[src/rtl/laser_aom_dac_drv.sv]
// Serialises AOM voltage updates into 16-bit DAC7311-style SPI write frames.
// Updates that arrive while a frame is in flight coalesce into one pending slot.
module laser_aom_dac_drv #(
  parameter int unsigned CLK_DIV  = 4,
  parameter int unsigned SYNC_GAP = 4,
  parameter real         TCQ      = 0.1
) (
  input  logic        clk_i,
  input  logic        rst_n_i,
  input  logic        aom_en_i,
  input  logic [11:0] aom_voltage_i,
  output logic        dac_sync_n_o,
  output logic        dac_sclk_o,
  output logic        dac_din_o,
  output logic        busy_o,
  output logic        frame_done_o,
  output logic [11:0] dac_voltage_o,
  output logic [15:0] drop_cnt_o
);

  localparam int unsigned DIV_W = (CLK_DIV > 1) ? $clog2(CLK_DIV) : 1;
  localparam int unsigned GAP_W = (SYNC_GAP > 1) ? $clog2(SYNC_GAP) : 1;
  localparam logic [DIV_W-1:0] DIV_LAST = DIV_W'(CLK_DIV - 1);
  localparam logic [GAP_W-1:0] GAP_LAST = GAP_W'(SYNC_GAP - 1);

  if (CLK_DIV < 1 || SYNC_GAP < 1 || TCQ < 0.0) begin : g_illegal_params
  end

  typedef enum logic [1:0] {
    IDLE  = 2'd0,
    SHIFT = 2'd1,
    GAP   = 2'd2
  } state_e;

  state_e           state_q, state_d;
  logic [14:0]      shift_q, shift_d;
  logic [11:0]      code_q, code_d;
  logic [DIV_W-1:0] div_cnt_q, div_cnt_d;
  logic [3:0]       bit_cnt_q, bit_cnt_d;
  logic [GAP_W-1:0] gap_cnt_q, gap_cnt_d;
  logic             pend_valid_q, pend_valid_d;
  logic [11:0]      pend_q, pend_d;
  logic [15:0]      drop_q, drop_d;
  logic             sync_n_q, sync_n_d;
  logic             sclk_q, sclk_d;
  logic             din_q, din_d;
  logic             busy_q, busy_d;
  logic             done_q, done_d;
  logic [11:0]      dac_voltage_q, dac_voltage_d;

  logic             start;
  logic             drop_inc;
  logic [11:0]      start_code;
  logic [15:0]      frame;

  always_comb begin
    state_d       = state_q;
    shift_d       = shift_q;
    code_d        = code_q;
    div_cnt_d     = div_cnt_q;
    bit_cnt_d     = bit_cnt_q;
    gap_cnt_d     = gap_cnt_q;
    pend_valid_d  = pend_valid_q;
    pend_d        = pend_q;
    drop_d        = drop_q;
    sync_n_d      = sync_n_q;
    sclk_d        = sclk_q;
    din_d         = din_q;
    done_d        = 1'b0;
    dac_voltage_d = dac_voltage_q;
    start         = 1'b0;
    drop_inc      = 1'b0;
    start_code    = aom_voltage_i;

    case (state_q)
      IDLE: begin
        if (aom_en_i) start = 1'b1;
      end
      SHIFT: begin
        if (aom_en_i) begin
          drop_inc     = pend_valid_q;
          pend_valid_d = 1'b1;
          pend_d       = aom_voltage_i;
        end
        if (div_cnt_q != DIV_LAST) begin
          div_cnt_d = div_cnt_q + 1'b1;
        end else begin
          div_cnt_d = '0;
          if (sclk_q) begin
            sclk_d = 1'b0;
          end else if (bit_cnt_q == 4'd15) begin
            sync_n_d      = 1'b1;
            sclk_d        = 1'b1;
            din_d         = 1'b0;
            done_d        = 1'b1;
            dac_voltage_d = code_q;
            gap_cnt_d     = '0;
            state_d       = GAP;
          end else begin
            sclk_d    = 1'b1;
            din_d     = shift_q[14];
            shift_d   = {shift_q[13:0], 1'b0};
            bit_cnt_d = bit_cnt_q + 4'd1;
          end
        end
      end
      GAP: begin
        if (gap_cnt_q != GAP_LAST) begin
          gap_cnt_d = gap_cnt_q + 1'b1;
          if (aom_en_i) begin
            drop_inc     = pend_valid_q;
            pend_valid_d = 1'b1;
            pend_d       = aom_voltage_i;
          end
        end else if (aom_en_i) begin
          // a fresh strobe on the exit cycle supersedes whatever was pending
          start        = 1'b1;
          drop_inc     = pend_valid_q;
          pend_valid_d = 1'b0;
        end else if (pend_valid_q) begin
          start        = 1'b1;
          start_code   = pend_q;
          pend_valid_d = 1'b0;
        end else begin
          state_d = IDLE;
        end
      end
      default: state_d = IDLE;
    endcase

    frame = {2'b00, start_code, 2'b00};
    if (start) begin
      state_d   = SHIFT;
      code_d    = start_code;
      din_d     = frame[15];
      shift_d   = frame[14:0];
      sync_n_d  = 1'b0;
      sclk_d    = 1'b1;
      div_cnt_d = '0;
      bit_cnt_d = '0;
    end

    if (drop_inc && (drop_q != '1)) drop_d = drop_q + 16'd1;
    busy_d = (state_d != IDLE) | pend_valid_d;
  end

  always_ff @(posedge clk_i or negedge rst_n_i) begin
    if (!rst_n_i) begin
      state_q       <= IDLE;
      shift_q       <= '0;
      code_q        <= '0;
      div_cnt_q     <= '0;
      bit_cnt_q     <= '0;
      gap_cnt_q     <= '0;
      pend_valid_q  <= 1'b0;
      pend_q        <= '0;
      drop_q        <= '0;
      sync_n_q      <= 1'b1;
      sclk_q        <= 1'b1;
      din_q         <= 1'b0;
      busy_q        <= 1'b0;
      done_q        <= 1'b0;
      dac_voltage_q <= '0;
    end else begin
      state_q       <= state_d;
      shift_q       <= shift_d;
      code_q        <= code_d;
      div_cnt_q     <= div_cnt_d;
      bit_cnt_q     <= bit_cnt_d;
      gap_cnt_q     <= gap_cnt_d;
      pend_valid_q  <= pend_valid_d;
      pend_q        <= pend_d;
      drop_q        <= drop_d;
      sync_n_q      <= sync_n_d;
      sclk_q        <= sclk_d;
      din_q         <= din_d;
      busy_q        <= busy_d;
      done_q        <= done_d;
      dac_voltage_q <= dac_voltage_d;
    end
  end

  assign dac_sync_n_o  = sync_n_q;
  assign dac_sclk_o    = sclk_q;
  assign dac_din_o     = din_q;
  assign busy_o        = busy_q;
  assign frame_done_o  = done_q;
  assign dac_voltage_o = dac_voltage_q;
  assign drop_cnt_o    = drop_q;

endmodule

[config.mk]
export PLATFORM = sky130hd
export DESIGN_NAME = laser_aom_dac_drv
export DESIGN_NICKNAME = d
export VERILOG_FILES = /design/src/rtl/laser_aom_dac_drv.sv
export SDC_FILE = /design/constraint.sdc
export NUM_CORES = 1
export LEC_CHECK = 0
export ABC_CLOCK_PERIOD_IN_PS = 4200
export CAP_MARGIN = 10
export CORE_MARGIN = 2
export CORE_UTILIZATION = 58
export CTS_CLUSTER_SIZE = 20
export DETAILED_ROUTE_END_ITERATION = 6
export PLACE_DENSITY = 0.89
export RECOVER_POWER = 50
export SYNTH_ARGS = -nofsm -noshare
export SYNTH_HDL_FRONTEND = slang
export SYNTH_SLANG_ARGS = --single-unit
[constraint.sdc]
create_clock -name clk_i -period 4.2 [get_ports clk_i]
set_clock_uncertainty 0.2 [all_clocks]
set_input_delay 0.63 -clock clk_i [delete_from_list [all_inputs] [get_ports clk_i]]
set_output_delay 0.63 -clock clk_i [all_outputs]
set_load 0.02 [all_outputs]
After elaboration in Yosys (flattened, before gate mapping)
Cells that the tools add are included.
{"block": "classes", "add_sub_neg": 4, "eq_ne": 13, "muxes": 61, "n_bitwise": 3, "n_reduce_logical": 14}
{"cell": "$mux W15", "n": 5}
{"cell": "$mux W12", "n": 6}
{"cell": "$mux W2", "n": 14}
{"cell": "$mux W1", "n": 26}
{"cell": "$pmux W12 S2", "n": 1}
{"cell": "$mux W4", "n": 5}
{"cell": "$add A16 B1 Y16 const B", "n": 1}
{"cell": "$ne A16 B16 Y1 const B", "n": 1}
{"cell": "$ne A2 B2 Y1 const B", "n": 8}
{"cell": "$reduce_and A4 Y1", "n": 3}
{"cell": "$reduce_bool A2 Y1", "n": 4}
{"cell": "$pmux W2 S3", "n": 1}
{"cell": "$reduce_and A5 Y1", "n": 1}
{"cell": "$add A2 B1 Y2 const B", "n": 2}
{"cell": "$add A4 B1 Y4 const B", "n": 1}
{"cell": "$eq A4 B4 Y1 const B", "n": 1}
{"cell": "$pmux W1 S2", "n": 2}
{"cell": "$pmux W2 S2", "n": 1}
{"cell": "$reduce_and A2 Y1", "n": 2}
{"cell": "$reduce_and A3 Y1", "n": 1}
{"cell": "$eq A2 B1 Y1 const B", "n": 1}
{"cell": "$eq A2 B2 Y1 const B", "n": 1}
{"cell": "$logic_not A2 Y1", "n": 1}
{"cell": "$ne A2 B1 Y1 const B", "n": 1}
{"cell": "other kinds (4)", "n": 5}
{"block": "word_totals", "register_bits": 83, "inputBits": 15, "out_inout_bits": 33, "elab_cells": 110}

Longest topological paths before layout
{"block": "depth", "word_depth": 8, "mapped_depth": 9, "depth_no_buf": 7}

Worst setup path before layout
No wires, ideal clock.
{"block": "synth_path", "path_kind": "input port to flip-flop", "from": "input aom_en_i", "to": "register busy_q (netlist: busy_o)", "setup_time_ns": 0.132, "t_arrival_ns": 1.785, "required_ns": 3.868, "path_slack_ns": 2.084, "path_stages": 5, "path_buffers": 1, "cell_sequence": "buf_6 -> or3b_1 -> a221oi_2 -> a2111oi_2 -> or3b_1"}
{"block": "synth_between", "elab_chain_cells": 6, "elab_cells_between_ends": 13, "cone_classes": "mux (11); bitwise (1); reduce/logical (1)"}
{"element": "start: declaration", "line_no": "10", "text": "input logic aom_en_i,"}
{"element": "$mux W2 / $mux W1 (equally long branches)", "line_no": "115", "text": "end else if (aom_en_i) begin"}
{"element": "$mux W2 / $mux W1 (equally long branches)", "line_no": "108", "text": "if (gap_cnt_q != GAP_LAST) begin"}
{"element": "$pmux W2 S3 / $pmux W1 S2 (equally long branches)", "line_no": "75", "text": "case (state_q)"}
{"element": "$mux W2 (*)", "line_no": "132", "text": "if (start) begin"}
{"element": "named net state_d[1]", "line_no": "35", "text": "state_e state_q, state_d;"}
{"element": "$reduce_bool A2 Y1 (*)", "line_no": "144", "text": "busy_d = (state_d != IDLE) | pend_valid_d;"}
{"element": "$or A1 B1 Y1 (*)", "line_no": "144"}
{"element": "named net busy_d", "line_no": "47", "text": "logic busy_q, busy_d;"}
{"element": "end signal: assignment", "line_no": "177", "text": "busy_q <= busy_d;"}
{"element": "end: declaration", "line_no": "47"}
The timed path passes the listed nets; every way through them passes the cells marked *.
A chain may end at the register's enable or synchronous reset.

Final worst setup path
{"block": "layout_path", "from": "register state_q[1]", "to": "register dac_voltage_q[0] (netlist: dac_voltage_o[0])"}
{"block": "layout_between", "elab_chain_cells": 2}
{"element": "start: declaration", "line_no": "35"}
{"element": "start signal: assignment", "line_no": "165", "text": "state_q <= state_d;"}
{"element": "$eq A2 B1 Y1", "line_no": "75"}
{"element": "$reduce_and A4 Y1 (no source line)"}
{"element": "end signal: assignment", "line_no": "179", "text": "dac_voltage_q <= dac_voltage_d;"}
{"element": "end: declaration", "line_no": "49", "text": "logic [11:0] dac_voltage_q, dac_voltage_d;"}
No other way between the ends.

==> impl_results.md <==
* Switching Fraction at between 30% and 40%
* Sequential area share after synthesis at 54.8%
* DRT iter0 DRCs at 217
* Critical path type: reg2reg
* Share of layout cells above drive strength 1 at 15.5%
* Post-synthesis instance area at between 3000 and 4000 um^2
* Number of fillers in the final layout at 440
* Congestion Overflow GR at 0
* Routed len/inst at 15.7 um
* DP Area at 4200 um^2
* Non-Filler Instances at 470
* TritonRoute pass-1 iters at 4
* Port buffer count at 47
* Cell count after synthesis at 344
* H-tree Lvls at 3
* Setup violators final at 0
* Worst Tran Pin Value at roughly 1900 ps
* # diodes at 0
* Reg clk slew, reported paths at ~90 ps
* Hold buffer count at cts at 0
* Largest net degree at the start of global routing at between 80 and 90
* Dpl hpwl at 5110 um
* Worst Setup Start Kind: flop
* WHS Path Cells at 2
* Layout area overhead at 19.4%
* Syn Area/Cell at approximately 11 um^2
* Power Density at 556 nW/um^2
* Yosys cell types at 54
* Fin crit share at 61.3%
* RSZ-0062 raised after global routing: false
* CP max FO at 10
* Syn nets at approximately 370
* Hold Fails Final Rpt at 0
* Clk pwr share at 26.7%
* Crit path cell chain: inv_1 > ha_1 > and3b_1 > nand2_1 > inv_1 > mux2_2
* Clock sink total at 81
* Ys async rst share at between 90% and 100%
* Via/cell ratio at approximately 5.9
* Reg2reg path depth at 6
* Ys flop type: dfrtp_1
* Final ANT Viol Nets at 0
* Warnings from Yosys at 0
* Rel. slew slack at -26.0%
* EDFF count, synth at 0
* Die width at 83.9 um
* Post-CTS sizing at 0
* Clock Path Buffers at 2
* CP top delay family: simple AND/OR/NAND/NOR gates
* Post-Place Cells at 454
* Internal Power at 1.64 mW
* Min Tclk post-route at about 2600 ps
* Run status: complete, but fails checks
* Initial antenna violation count at 0
* Largest area contributor in the synthesized netlist: dfrtp_1
* Top-Level Pins at 48
* Stages on worst setup path at 6
* Nets at 411
* Pleak at 2.01 nW
* Die H at 83.9 um
* Max-cap viol count at 1
* Vias at 2762
* Leading post-synthesis cells by cell area: dfrtp_1 53%, mux2_2 7.9%, nor2_1 4.8%, nand2_1 4.4%, ha_1 2.7%
* Maximum vdd drop at 0.000354 V
* Global-route wire length before repair at 12600 um
* Core ar. at between 6000 and 7000 um^2
* Crit-path max cell delay at 430 ps
* Internal reg-to-reg setup slack at roughly 1600 ps
* Vias in the first global route at 2736
* Max frequency at 388 MHz
* Clock root buffer: clkbuf_8
* DRC at 0
* Placer congestion estimate at 0.817
* CTS tree: yes
* Clock Latency Late Sink at 350 ps
* Overall Global Routing Usage at 22.4%
* Initial core utilization at 59.0%
* Finished Cell Area at 4420 um^2
* Total power at 2.46 mW
* TNS Setup at 0 ps
* Register share of total power at ~47%
* Worst Path Arrival at around 2600 ps
* Setup bufs post-CTS at 0
* Die area at 7040 um^2
* Most common cell on crit path: inv_1
* CP bufs+invs at 2
* Synth cell count leaders: 79 x dfrtp_1, 47 x nor2_1, 43 x nand2_1
* Fin. max-slew vios at 82
* Most frequent cell after synthesis: dfrtp_1
* Yosys top cell area share at a little over half
* Row count at 29
* Critical Path RT at 4240 ps
* Hold Path Class: reg2reg
* Combinational power share at 26.1%
* TritonCTS buffer count at 9
* Failing checks: max-capacitance violations, max-slew violations
* Switching pwr at 0.821 mW
* Crit end category: flop
* Number of synthesized register bits at 81
* Routed wire length at 7380 um
* CP max stage cell: dfrtp_1
[cells in the final DEF (no fill, tap or decap), types with 8 or more instances in the layout]
cell and instances:
a21oi_1 11, and3_1 12, clkbuf_8 9, clkdlybuf4s50_1 40
dfrtp_1 79, ha_1 8, mux2_2 26, nand2_1 44
nand3_1 16, nor2_1 47, o31ai_1 11
[flip-flops by register name (all words and copies together), names as in the netlist, 2 cells and up]
name           count
drop_cnt_o        16
shift_q           13
code_q            12
dac_voltage_o     12
pend_q            12
bit_cnt_q          4
div_cnt_q          2
gap_cnt_q          2
state_q            2
[routing by layer]
metal  up-vias  routed length (um)  global-route usage (%)
met5         -                   0                       0
met4         0                 115                    10.3
met1      1371                3350                    30.6
met2        91                3530                    34.3
li1       1288                   -                       -
met3        12                 388                    4.95
[power by group through the flow]
stage	clock, mW	combinational [mW]	sequential [mW]
CTS	0.662	0.645	1.16
global placement	0	0.607	1.15
detailed placement	0	0.640	1.17
global route	0.698	0.714	1.19
finish	0.656	0.641	1.16
floorplan	0	0.437	1.16
[per-stage QoR]
stage	hold slack (ps)	util [%]	setup WS, ps
after floorplan	134	-	2080
after global placement	264	66.9	1470
after detailed placement	272	66.9	1410
after CTS	270	70.6	1770
after global routing	313	70.4	1480
final	294	70.4	1620
[worst paths after layout]
kind	from	to
worst max-delay path	state_q[1]	dac_voltage_o[0]
worst min-delay path	shift_q[9]	shift_q[9]
worst max register to register	state_q[1]	dac_voltage_o[0]
worst min register to register	shift_q[9]	shift_q[9]
max in group asynchronous	rst_n_i	drop_cnt_o[13]
min in group asynchronous	rst_n_i	dac_voltage_o[11]
[logic make-up (layout without fill, tap and decap cells)]
| group | Yosys count | in the layout | synth area share, % |
|---|---|---|---|
| xor gates and xnor gates | 12 | 12 | 2.84 |
| and+or+nand+nor | 153 | 153 | 20.8 |
| AOI/OAI and AO/OA | 41 | 41 | 7.81 |
| buffers and inverters | 21 | 70 | 2.57 |
| DFF | 81 | 81 | 54.8 |
| adders and majority gates | 8 | 8 | 2.70 |
| muxes | 28 | 28 | 8.45 |
[worst min-delay path: stages, from the launching register on]
cell and delay (ps):
dfrtp_1 360, nand2_1 50, o31ai_1 50
[final cells by class]
class / instances / area (um^2) / area share [%]
Clock buffer: 9 / 124 / 2.80
Clock inverter: 7 / 106 / 2.41
Inverter: 6 / 22.5 / 0.509
Multi-Input combinational cell: 242 / 1570 / 35.5
Sequential cell: 81 / 2030 / 45.9
Tap cell: 77 / 96.3 / 2.18
Timing Repair Buffer: 48 / 473 / 10.7
(Power assumes the default switching activity.)
==> variant, RTL diff (same flow settings) <==
Remove the register `done_q`: a continuous assignment takes its place, so the output `frame_done_o` follows one clock earlier.
--- a/src/rtl/laser_aom_dac_drv.sv
+++ b/src/rtl/laser_aom_dac_drv.sv
@@ -159,7 +159,6 @@
       sclk_q        <= 1'b1;
       din_q         <= 1'b0;
       busy_q        <= 1'b0;
-      done_q        <= 1'b0;
       dac_voltage_q <= '0;
     end else begin
       state_q       <= state_d;
@@ -175,10 +174,11 @@
       sclk_q        <= sclk_d;
       din_q         <= din_d;
       busy_q        <= busy_d;
-      done_q        <= done_d;
       dac_voltage_q <= dac_voltage_d;
     end
   end
+
+  assign done_q = done_d;
 
   assign dac_sync_n_o  = sync_n_q;
   assign dac_sclk_o    = sclk_q;
Behaviour: same outputs for any inputs over 10 cycles, from zero or initial values and one cycle with rst_n_i low; that may be too few to reach the edited logic, so the function may still have changed.
==> variant against the unedited design <==
  * The flow still finishes with violations (max-capacitance violations, max-slew violations)
  * Count of clock-buffer cells in the layout is the same
  * Sequential power is essentially flat
  * Register-to-register slack lost 710 ps
  * Routed wire length grew 2.2%
  * Utilization shrank 0.97 points
  * Power shrank 6.0%
  * Fmax shrank 28%
  * Design area shrank 2.0%
  * Global-route usage grew 1.1 points
  * Sequential cell count shrank 1
  * Synthesized area shrank 0.68%
  * Worst setup slack lost 980 ps
  * Hold slack gained 4.2 ps
  * Critical path type is now flop to output port
  * Critical endpoint is now frame_done_o
  * Largest cell class unchanged
  * Highest routed layer unchanged
==> variant: results (changes against the unedited design) <==
status:
  status: "finished, violations left"
  violations: "max-capacitance violations, max-slew violations"
worst_hold_path:
  min_from: "shift_q[11]$_DFFE_PN0P_"
routing:
  dr.pass1.iters: 6  # +2
  routed_wl_mm: 7.539  # +2.2%
  dr_wl_met2_mm: 3.550  # +0.71%
  avgRoutedWirePerCell_um: 16.07  # +2.4%
critical_path:
  reg2reg_depth: 7  # +1
  reg2reg_slack_ps: 910  # -710 ps
  arrival_ps: 2720  # +100 ps
  cp_top_family: "buffers and inverters"
  critPathMaxStageDelay_ps: 640  # +210 ps
  r2r-start: "state_q[0]$_DFF_PN0_"
layout:
  multiInputGateArea_um2: 1560  # -0.64%
  drive_gt1_share_pct: 15.31  # -0.22 points
  nNetsFinal: 410  # -0.24%
power:
  peakVddDrop_v: 0.0003264  # -7.8%
  power_density_nw_per_um2: 533.4  # -4.1%
  seqPwrFrac_pct: 50.0  # +2.7 points
synth:
  synth-compound-area-share_pct: 7.860  # +0.053 points
  synth_fp_nets: 366  # -0.27%
  synth-seq-area-share_pct: 54.51  # -0.31 points
  yosys.area_share.adder_pct: 2.722  # +0.018 points
  synthXorXnorAreaFrac_pct: 2.858  # +0.019 points
grt:
  grt.total_usage_pct: 23.50  # +1.1 points
  grt_pass1_wl_mm: 13.15  # +4.0%
timing:
  tightestPinTransition_ps: 1908  # +17.34 ps
  drv_slew: 81  # -1.2%
floorplan:
  initial_core_util_pct: 58.92  # about the same
flow_run:
  cap_violations: 1  # unchanged
## variant: final cells by class
| cell class | instances | area share (%) |
|---|---|---|
| Multi-Input combinational cell | 242 | 35.99 |
| Clock buffer | 9 | 2.857 |
| Tap cell | 77 | 2.222 |
| Sequential cell | 80 | 46.23 |
| Inverter | 6 | 0.5195 |
| Clock inverter | 7 | 1.270 |
| Timing Repair Buffer | 48 | 10.91 |
## variant: layer usage
metal  up-vias  GRT usage, %
met1      1366         32.73
li1       1288             -
met2        92         35.78
met3        15         6.825
met5         -             0
met4         0         7.771
## variant: worst min path at each step
stage                     cells past startpoint                        to  slack (ps)
after CTS                                     1    shift_q[4]$_DFFE_PN0P_         260
after floorplan                               0  bit_cnt_q[0]$_DFFE_PN0P_         130
after global placement                        2    shift_q[8]$_DFFE_PN0P_         270
after global routing                          2   shift_q[11]$_DFFE_PN0P_         330
final                                         2   shift_q[11]$_DFFE_PN0P_         300
after detailed placement                      2   shift_q[11]$_DFFE_PN0P_         280
